==> config.mk <==
export PLATFORM = sky130hd
export DESIGN_NAME = u_d_seq_counter
export DESIGN_NICKNAME = d
export VERILOG_FILES = /design/src/rtl/u_d_seq_counter.sv
export SDC_FILE = /design/constraint.sdc
export NUM_CORES = 1
export LEC_CHECK = 0
export CAP_MARGIN = 20
export CORE_AREA = 10 10 47 49
export CTS_CLUSTER_SIZE = 8
export DETAILED_ROUTE_END_ITERATION = 6
export DIE_AREA = 0 0 57 59
export GPL_TIMING_DRIVEN = 0
export SETUP_SLACK_MARGIN = 0.02
export SLEW_MARGIN = 20
export SYNTH_ARGS = -nofsm -noshare
export SYNTH_HDL_FRONTEND = slang
export SYNTH_SLANG_ARGS = --single-unit
==> constraint.sdc <==
create_clock -name clk -period 2.6 [get_ports clk]
set_input_delay 0.52 -clock clk [delete_from_list [all_inputs] [get_ports clk]]
set_output_delay 0.52 -clock clk [all_outputs]
set_load 0.005 [all_outputs]
==> src/rtl/u_d_seq_counter.sv <==
// Up/down modulo-MOD sequence counter with load, binary/Gray output coding and wrap pulse.
// idx/wrap update one edge after sampling; out/tc are combinational from idx. No backpressure.
// Optional saturation (input sat) when compiled with U_D_SEQ_SAT_EN.
module u_d_seq_counter #(
  parameter int WIDTH = 3,
  parameter int MOD   = 8,
  parameter int START = 0
) (
  input  logic             clk,
  input  logic             r,
  input  logic             en,
  input  logic             u,
  input  logic             ld,
  input  logic [WIDTH-1:0] ld_val,
  input  logic             mode,
`ifdef U_D_SEQ_SAT_EN
  input  logic             sat,
`endif
  output logic [WIDTH-1:0] idx,
  output logic [WIDTH-1:0] out,
  output logic             tc,
  output logic             wrap
);

  localparam logic [WIDTH-1:0] LAST  = WIDTH'(MOD - 1);
  localparam logic [WIDTH-1:0] FIRST = WIDTH'(START);
  localparam logic [WIDTH-1:0] ONE   = WIDTH'(1);

  logic             at_top;
  logic             at_bot;
  logic             hold_at_end;
  logic [WIDTH-1:0] idx_nxt;
  logic             wrap_nxt;

  assign at_top = (idx == LAST);
  assign at_bot = (idx == '0);

`ifdef U_D_SEQ_SAT_EN
  assign hold_at_end = sat;
`else
  assign hold_at_end = 1'b0;
`endif

  always_comb begin
    idx_nxt  = idx;
    wrap_nxt = 1'b0;
    if (ld) begin
      // out-of-range loads clamp to the terminal index so idx never leaves 0..MOD-1
      idx_nxt = (ld_val > LAST) ? LAST : ld_val;
    end else if (en) begin
      if (u) begin
        if (!at_top) begin
          idx_nxt = idx + ONE;
        end else if (!hold_at_end) begin
          idx_nxt  = '0;
          wrap_nxt = 1'b1;
        end
      end else begin
        if (!at_bot) begin
          idx_nxt = idx - ONE;
        end else if (!hold_at_end) begin
          idx_nxt  = LAST;
          wrap_nxt = 1'b1;
        end
      end
    end
  end

  always_ff @(posedge clk) begin
    if (r) begin
      idx  <= FIRST;
      wrap <= 1'b0;
    end else begin
      idx  <= idx_nxt;
      wrap <= wrap_nxt;
    end
  end

  assign out = mode ? (idx ^ (idx >> 1)) : idx;
  assign tc  = u ? at_top : at_bot;

endmodule

==> metrics <==
most frequent cells in the layout=clkdlybuf4s50_1 (16), inv_1 (4), nand2_1 (4), ha_1 (4), dfxtp_1 (4); vias in the first global route=334; RSZ-0062 raised after global routing=false; Setup violations, final=0; Critical Path RT=2080 ps; fin crit period=2374 ps; Synthesized Nets=50; die height=59 µm; Area Growth Syn to Fin=67.22%; Mapped Cells=37; post-cts gate resize count=0; Worst-Margin Slew=230.2 ps; CP arrival=1850 ps; register share of total power=32.2%; Port Buffer Count=16; Initial Util=21.52%; Yosys reg bits=4; Clock Latency Late Sink=230 ps; CTS H-Tree Depth=1; Clock Power Share=34.0%; Synth warnings=0; Remaining Overflow, GRT=0; Unique masters post-synth=20; kind of critical path=primary input to output pin; clock tree from TritonCTS=done; Rows=14; # DRC=0; P_sw=58.14 µW; clk_skew=2.737 ps; Mean Syn Cell Area=8.150 µm²; Tcrit/Tclk final=91.30%; Pwr Density=440.0 nW/µm²; DR pass1 iterations=4; Setup crit start kind=primary input; Slew headroom=84.49%; antenna fix cells=0; via count=333; most common cell after layout, fill and taps aside=clkdlybuf4s50_1; first-pass GRT wire length=1.380 mm; antenna-violating nets left=0; P_int=163.7 µW; largest net degree at the start of global routing=7; Comb power frac=33.8%; Final #Nets=71; reg-to-reg slack, setup=1150 ps; layout cells sized above 1=10.71%; switching share of total power=26.21%; CTS buffer count=3; root buf cell=clkbuf_4; CTS max path bufs=2; CP Max Fanout=6; leakage=0.0002141 µW; setup TNS=0 ps; Max Slew Vio Count=0; Via density=4.625; initial antenna violation count=0; Hold-fix buffers, CTS=0; Final GP Congestion=0.7750; peak supply drop=0.09578 mV; Syn Std Cell Area=301.5 µm²; Worst Hold Class=flip-flop to flip-flop; Fin Hold WS=541.0 ps; core box area=1401 µm²; CTS clk-pin slew, worst paths=40 ps; Seq/Total Area, Yosys=26.56%; Setup Fix Bufs, Post-CTS=0; Top Ports=17; max-cap viol count=0; outcome=completed; Sink Count=4; total track usage=4.890%; Iter 0 DRT Violations=7; Final Hold Fails=0; Die ar.=3363 µm²; Die Span X=57 µm; element type at the critical path end=output pin; routed wire length=905 µm; DPL Wire Length=754.1 µm; FMAX=0.4213 GHz; WL per Instance=12.57 µm
==> sequential cells by signal (all words and copies together) (netlist names) <==
name	cells
idx	3
wrap	1
==> worst max-delay path: stages <==
cell	delay (ps)
clkdlybuf4s50_1	500
nor2b_1	190
nand2b_1	140
clkdlybuf4s50_1	510
==> synthesized netlist by cell type <==
| master | number | share of area, % |
|---|---|---|
| dfxtp_1 | 4 | 27 |
| ha_1 | 4 | 17 |
| inv_1 | 4 | 5.0 |
| nand2_1 | 4 | 5.0 |
| o21ai_0 | 3 | 5.0 |
| nand3b_1 | 2 | 5.0 |
| nor2_1 | 2 | 2.5 |
| nor2b_1 | 2 | 4.1 |
| a211oi_1 | 1 | 2.5 |
| a221oi_1 | 1 | 2.9 |
| a31o_1 | 1 | 2.9 |
| a31oi_1 | 1 | 2.1 |
| and3_1 | 1 | 2.1 |
| buf_4 | 1 | 2.5 |
| inv_2 | 1 | 1.2 |
| nand2b_1 | 1 | 2.1 |
| o21ai_1 | 1 | 1.7 |
| o22ai_1 | 1 | 2.1 |
| o41ai_2 | 1 | 5.4 |
| xnor2_1 | 1 | 2.9 |
==> logic make-up (layout without fill, tap and decap cells) <==
logic type	count (synthesis)	in the layout	synth area share, %
fa+ha+maj	4	4	16.60
xor+xnor	1	1	2.905
compound gates	10	10	24.48
simple gates	12	12	20.75
flops	4	4	26.56
buf+inv	6	25	8.712
==> layer usage <==
layer  vias up  GRT usage (%)  wire length, µm
met1       153          4.887              364
li1        168              -                -
met2        12          8.527              471
met4         0          3.020                0
met3         0          1.717               69
met5         -              0                0
==> power by group through the flow <==
stage	clock network (µW)	logic [µW]	registers, µW
finish	75.4	74.9	71.5
global route	79.6	83.0	72.4
CTS	78.3	76.2	71.7
detailed placement	0	75.9	72.5
global placement	0	75.0	72.7
floorplan	0	30.7	71.7
==> path summary, 6_finish.rpt <==
path,endpoint,start,cells after the start
max,tc,u,4
min,idx[0],idx[0],2
max reg2reg,idx[2],idx[0],6
min reg2reg,idx[0],idx[0],2
==> final cells by class <==
class                   count  area, µm²
fillers                   152      897.1
flip-flops and latches      4      80.08
multi-input cells          27      195.2
well taps                  16      20.02
repair buffers             16      160.2
plain buffers               1      7.507
inverters                   5      18.77
clock buffers               3      22.52
==> stage by stage <==
| stage | util (%) | setup WS [ps] | cell area [µm²] | cells | total power (µW) |
|---|---|---|---|---|---|
| 3_3_place_gp | 34.38 | 239.7 | 481.7 | 69 | 147.7 |
| 6_report | 35.98 | 226.2 | 504.2 | 72 | 221.9 |
| 2_1_floorplan | - | 1005 | 301.5 | 37 | 102.4 |
| 5_1_grt | 35.98 | 139.9 | 504.2 | 72 | 235.0 |
| 4_1_cts | 35.98 | 216.2 | 504.2 | 72 | 226.1 |
| 3_5_place_dp | 34.38 | 215.0 | 481.7 | 69 | 148.5 |
No activity file was read; power rests on OpenSTA's default activity.
